<file path="src/rtl/dmem_access_arbiter.sv">
// Two-port arbiter in front of a single-ported data memory: port A (MEM stage) has
// priority, port B (debug/loader) is protected from starvation by a bounded wait counter.
module dmem_access_arbiter #(
  parameter int LATENCY      = 2,
  parameter int ADDR_LIMIT   = 208,
  parameter int STARVE_LIMIT = 3
) (
  input  logic        clk,
  input  logic        reset,
  input  logic        a_req,
  input  logic        a_we,
  input  logic [31:0] a_addr,
  input  logic [31:0] a_wdata,
  output logic        a_gnt,
  output logic        a_rvalid,
  output logic [31:0] a_rdata,
  output logic        a_err,
  input  logic        b_req,
  input  logic        b_we,
  input  logic [31:0] b_addr,
  input  logic [31:0] b_wdata,
  output logic        b_gnt,
  output logic        b_rvalid,
  output logic [31:0] b_rdata,
  output logic        b_err,
  output logic        stall,
  output logic        MemRead,
  output logic        MemWrite,
  output logic [31:0] Address,
  output logic [31:0] WriteData,
  input  logic [31:0] ReadData
);

  // state  | meaning
  // IDLE   | memory free; arbitrate between A and B at each edge
  // ACCESS | strobes driven from latched request for LATENCY cycles
  // RESP   | one-cycle response (rvalid/rdata/err) to the owner
  typedef enum logic [1:0] {IDLE, ACCESS, RESP} state_t;

  localparam int CNT_W = (LATENCY > 1) ? $clog2(LATENCY) : 1;
  localparam int BW_W  = $clog2(STARVE_LIMIT + 1);
  localparam logic [CNT_W-1:0] CNT_LOAD  = CNT_W'(LATENCY - 1);
  localparam logic [BW_W-1:0]  BW_MAX    = BW_W'(STARVE_LIMIT);
  localparam logic [31:0]      LAST_WORD = 32'(ADDR_LIMIT - 4);

  state_t            state_q, state_d;
  logic              owner_b_q, owner_b_d;
  logic              we_q, we_d;
  logic [31:0]       addr_q, addr_d;
  logic [31:0]       wdata_q, wdata_d;
  logic [CNT_W-1:0]  cnt_q, cnt_d;
  logic [31:0]       rdata_q, rdata_d;
  logic              err_q, err_d;
  logic [BW_W-1:0]   b_wait_q, b_wait_d;
  logic              a_gnt_q, a_gnt_d;
  logic              b_gnt_q, b_gnt_d;

  logic              pick_a, pick_b;
  logic              req_we;
  logic [31:0]       req_addr;
  logic [31:0]       req_wdata;
  logic              req_bad;

  always_ff @(posedge clk or posedge reset) begin
    if (reset) begin
      state_q   <= IDLE;
      owner_b_q <= 1'b0;
      we_q      <= 1'b0;
      addr_q    <= '0;
      wdata_q   <= '0;
      cnt_q     <= '0;
      rdata_q   <= '0;
      err_q     <= 1'b0;
      b_wait_q  <= '0;
      a_gnt_q   <= 1'b0;
      b_gnt_q   <= 1'b0;
    end else begin
      state_q   <= state_d;
      owner_b_q <= owner_b_d;
      we_q      <= we_d;
      addr_q    <= addr_d;
      wdata_q   <= wdata_d;
      cnt_q     <= cnt_d;
      rdata_q   <= rdata_d;
      err_q     <= err_d;
      b_wait_q  <= b_wait_d;
      a_gnt_q   <= a_gnt_d;
      b_gnt_q   <= b_gnt_d;
    end
  end

  always_comb begin
    state_d   = state_q;
    owner_b_d = owner_b_q;
    we_d      = we_q;
    addr_d    = addr_q;
    wdata_d   = wdata_q;
    cnt_d     = cnt_q;
    rdata_d   = rdata_q;
    err_d     = err_q;
    b_wait_d  = b_wait_q;
    a_gnt_d   = 1'b0;
    b_gnt_d   = 1'b0;

    // B wins when A is absent or B has already waited out its quota
    pick_b    = b_req & (~a_req | (b_wait_q == BW_MAX));
    pick_a    = a_req & ~pick_b;
    req_we    = pick_b ? b_we    : a_we;
    req_addr  = pick_b ? b_addr  : a_addr;
    req_wdata = pick_b ? b_wdata : a_wdata;
    req_bad   = (req_addr[1:0] != 2'b00) | (req_addr > LAST_WORD);

    case (state_q)
      IDLE: begin
        if (pick_a | pick_b) begin
          owner_b_d = pick_b;
          we_d      = req_we;
          err_d     = req_bad;
          rdata_d   = '0;
          a_gnt_d   = pick_a;
          b_gnt_d   = pick_b;
          if (pick_b)
            b_wait_d = '0;
          else if (b_req && (b_wait_q != BW_MAX))
            b_wait_d = b_wait_q + BW_W'(1);
          if (req_bad) begin
            state_d = RESP;
          end else begin
            state_d = ACCESS;
            addr_d  = req_addr;
            wdata_d = req_wdata;
            cnt_d   = CNT_LOAD;
          end
        end
      end
      ACCESS: begin
        if (cnt_q == '0) begin
          rdata_d = we_q ? 32'h0 : ReadData;
          state_d = RESP;
        end else begin
          cnt_d = cnt_q - CNT_W'(1);
        end
      end
      RESP:    state_d = IDLE;
      default: state_d = IDLE;
    endcase
  end

  assign MemRead   = (state_q == ACCESS) & ~we_q;
  assign MemWrite  = (state_q == ACCESS) &  we_q;
  assign Address   = addr_q;
  assign WriteData = wdata_q;

  assign a_gnt    = a_gnt_q;
  assign b_gnt    = b_gnt_q;
  assign a_rvalid = (state_q == RESP) & ~owner_b_q;
  assign b_rvalid = (state_q == RESP) &  owner_b_q;
  assign a_rdata  = a_rvalid ? rdata_q : 32'h0;
  assign b_rdata  = b_rvalid ? rdata_q : 32'h0;
  assign a_err    = a_rvalid & err_q;
  assign b_err    = b_rvalid & err_q;
  assign stall    = a_req & ~a_rvalid;

endmodule

</file>
<file path="config.mk">
export PLATFORM = sky130hd
export DESIGN_NAME = dmem_access_arbiter
export DESIGN_NICKNAME = d
export VERILOG_FILES = /design/src/rtl/dmem_access_arbiter.sv
export SDC_FILE = /design/constraint.sdc
export NUM_CORES = 1
export LEC_CHECK = 0
export ABC_CLOCK_PERIOD_IN_PS = 6300
export BUFFER_PORTS_ARGS = -buffer_cell sky130_fd_sc_hd__buf_2
export CORE_AREA = 5 5 113 115
export CTS_CLUSTER_SIZE = 25
export DETAILED_ROUTE_END_ITERATION = 8
export DIE_AREA = 0 0 118 120
export PLACE_DENSITY = 0.81
export SYNTH_ARGS = -nofsm -noshare
export SYNTH_HDL_FRONTEND = slang
export SYNTH_SLANG_ARGS = --single-unit
</file>
<file path="constraint.sdc">
create_clock -name clk -period 6.3 [get_ports clk]
set_clock_uncertainty 0.05 [all_clocks]
set_input_delay 0.945 -clock clk [delete_from_list [all_inputs] [get_ports clk]]
set_output_delay 0.945 -clock clk [all_outputs]
set_load 0.005 [all_outputs]
</file>
==> impl_metrics.ini <==
[power]
seqPwrFrac_pct = 47.5
swShare_pct = 23.0
switchingPower_mw = 0.339
peakVddDrop_mv = 0.169
p_int_mw = 1.13
combPwrFrac_pct = 12.1
powerDensity_nw_per_um2 = 210
p_leak_nw = 4.19
power.total_mw = 1.47
clkPwrFrac_pct = 40.4

[timing]
drv_slew = 0
post-route-period-util_pct = 55.6
layout_min_cycle_time_ns = 3.50
worstMarginPinSlew_ns = 1.03
fmax_ghz = 0.286
final-hold-violation-count = 0
setup_viol = 0
relSlewSlack_pct = 31.0
rsz0062_at_grt = no
tns_ns = 0

[global_routing]
grt_pass1_vias = 4548
grt_overflow = 0
antenna_found_initial = 2
grtUsageTotal_pct = 20.8
grt_pass1_wl_um = 23700
grt_max_degree = 63

[setup_path]
worstPathMaxFanout = 45
crit_arrival_ns = 3.67
start_kind = primary input
end_kind = flop
crit_type = in -> reg
crit_required_ns = 6.47
rr_worst_depth = 7

[synth]
synth_top_cell_by_area = dfrtp_1
synthFlopType = dfrtp_1
seq_area_frac_synth_pct = 52.3
ys_ff_latch = 106
synth_edf_count = 0
syn_nets = 622
synth_area_per_cell_sq_um = 11.1
synth_top_area_share_pct = 52.3
synth_area_sq_um = 5070
ys_async_sr_fraction_pct = 100
syn_inst = 455
synthTopCellsByArea = dfrtp_1 (52%), mux2_2 (12%), and2_1 (11%)
yosys_warnings = 0
ys_types = 32

[die]
start_util_pct = 43.3
die_h_um = 120
rows = 40
io_pins = 303
die_x_um = 118
die_area_sq_um = 14200
core_area_sq_um = 11700

[cts]
h-tree-depth = 3
clockRootBuffer = clkbuf_16
cts.sinks = 106
clk_pin_slew_ns = 0.07
post_cts_buffers = 0
max-clock-path-buffers = 2
cts_made_buffers = 9
cts_tree = done
cts_resized = 0
hold_buffers = 0
insertion_delay_ns = 0.33

[drt]
initialDrtViolationCount = 264
ant_nets = 0
drt-vias-per-instance = 4.90
wl_per_cell_um = 16.9
routed_wl_um = 15200
drc_errors = 0
firstDrtPassIters = 4
vias = 4411

[place]
port_buffers = 302
place_congestion = 0.808
placed_area_sq_um = 6700
dp_hpwl_um = 12100

[finish]
nets = 914
design_area_sq_um = 7030
syn2layout_area_growth_pct = 38.6
drive_gt1_share_pct = 54.3

[status]
outcome = complete, no violations

[run]
maxCapViolations = 0

[worst_hold_path]
whs_path_depth = 2
min_path_type = reg -> reg
cells by family after synthesis:
group | after synthesis | synth area share [%]
AO/OA/AOI/OAI | 14 | 1.78
AND/OR/NAND/NOR | 225 | 23.5
flip-flops | 106 | 52.3
multiplexers | 79 | 19.2
adder cells (fa/ha/maj) | 1 | 0.247
buffers and inverters | 30 | 2.99
power groups by stage:
stage,logic (mW),clock network [mW],registers [mW]
final,0.178,0.595,0.700
after global routing,0.198,0.639,0.700
after CTS,0.179,0.612,0.699
after detailed placement,0.179,0,0.713
after global placement,0.178,0,0.712
after floorplan,0.0957,0,0.710
state kept, by name, summed over array words and instances, names as in the netlist:
signal	cells
cnt_q	1
WriteData	32
err_q	1
owner_b_q	1
a_gnt	1
rdata_q	32
state_q	2
Address	32
b_gnt	1
we_q	1
b_wait_q	2
worst max-delay path, stage by stage:
cell,delay (ns)
buf_2,0.13
nand2b_1,0.11
nand2_2,0.77
nor4_2,0.15
a21oi_4,0.46
buf_4,0.62
mux2_2,0.42
metrics by stage:
stage / setup slack [ns] / utilization [%] / cells / hold WS, ns
2_1_floorplan: 2.52 / - / 455 / 0.394
3_3_place_gp: 2.50 / 57.2 / 883 / 0.407
3_5_place_dp: 2.45 / 57.2 / 883 / 0.417
4_1_cts: 2.80 / 60.0 / 899 / 0.432
5_1_grt: 2.61 / 60.0 / 900 / 0.440
6_report: 2.80 / 60.0 / 900 / 0.427
worst paths after layout:
| kind | startpoint | slack [ns] | to |
|---|---|---|---|
| setup / recovery | a_req | 2.80 | Address[2]$_DFFE_PP0P_ |
| hold / removal | rdata_q[4]$_DFFE_PP0P_ | 0.43 | rdata_q[4]$_DFFE_PP0P_ |
| setup reg to reg | b_wait_q[0]$_DFFE_PP0P_ | 2.86 | Address[2]$_DFFE_PP0P_ |
| hold reg to reg | rdata_q[4]$_DFFE_PP0P_ | 0.43 | rdata_q[4]$_DFFE_PP0P_ |
| max in group asynchronous | reset | 4.43 | Address[21]$_DFFE_PP0P_ |
| min in group asynchronous | reset | 0.61 | rdata_q[14]$_DFFE_PP0P_ |
Yosys cell counts, drive strengths merged, types with 2 or more instances:
master  instances
buf            11
nand2b          2
nand3          32
nor3            2
o211ai          2
mux2           78
nand4           4
inv             4
clkbuf         15
o21ai           5
nor4           13
nor2            8
dfrtp         106
a21oi           3
nand2          67
and2           93
layout make-up:
| type | count | area, sq um |
|---|---|---|
| clock inverters | 5 | 77.6 |
| well taps | 147 | 184 |
| flip-flops and latches | 106 | 2650 |
| fillers | 999 | 4680 |
| repair buffers | 307 | 1550 |
| multi-input cells | 319 | 2300 |
| inverters | 4 | 17.5 |
| clock buffers | 11 | 243 |
| diodes | 1 | 2.50 |
metal layers:
layer | part of all wire, % | vias to the layer above | track usage (%)
met5 | 0.046 | - | 0
met4 | 0.70 | 2 | 4.30
met3 | 8.9 | 10 | 6.74
met2 | 52 | 209 | 36.5
met1 | 39 | 2081 | 25.2
li1 | - | 2109 | -
layout by cell type (no fill, tap or decap), types with 3 or more instances in the layout:
| cell type | Yosys | routed |
|---|---|---|
| buf_2 | 6 | 302 |
| dfrtp_1 | 106 | 106 |
| and2_1 | 93 | 93 |
| nand2_1 | 67 | 66 |
| mux2_2 | 55 | 55 |
| nand3_1 | 32 | 32 |
| mux2_4 | 23 | 23 |
| nor4_1 | 12 | 12 |
| clkbuf_16 | 0 | 9 |
| nor2_1 | 8 | 7 |
| buf_4 | 0 | 5 |
| nand4_1 | 4 | 4 |
| o21ai_0 | 4 | 4 |
| inv_1 | 4 | 3 |
Power figures use the tool's default switching activity.
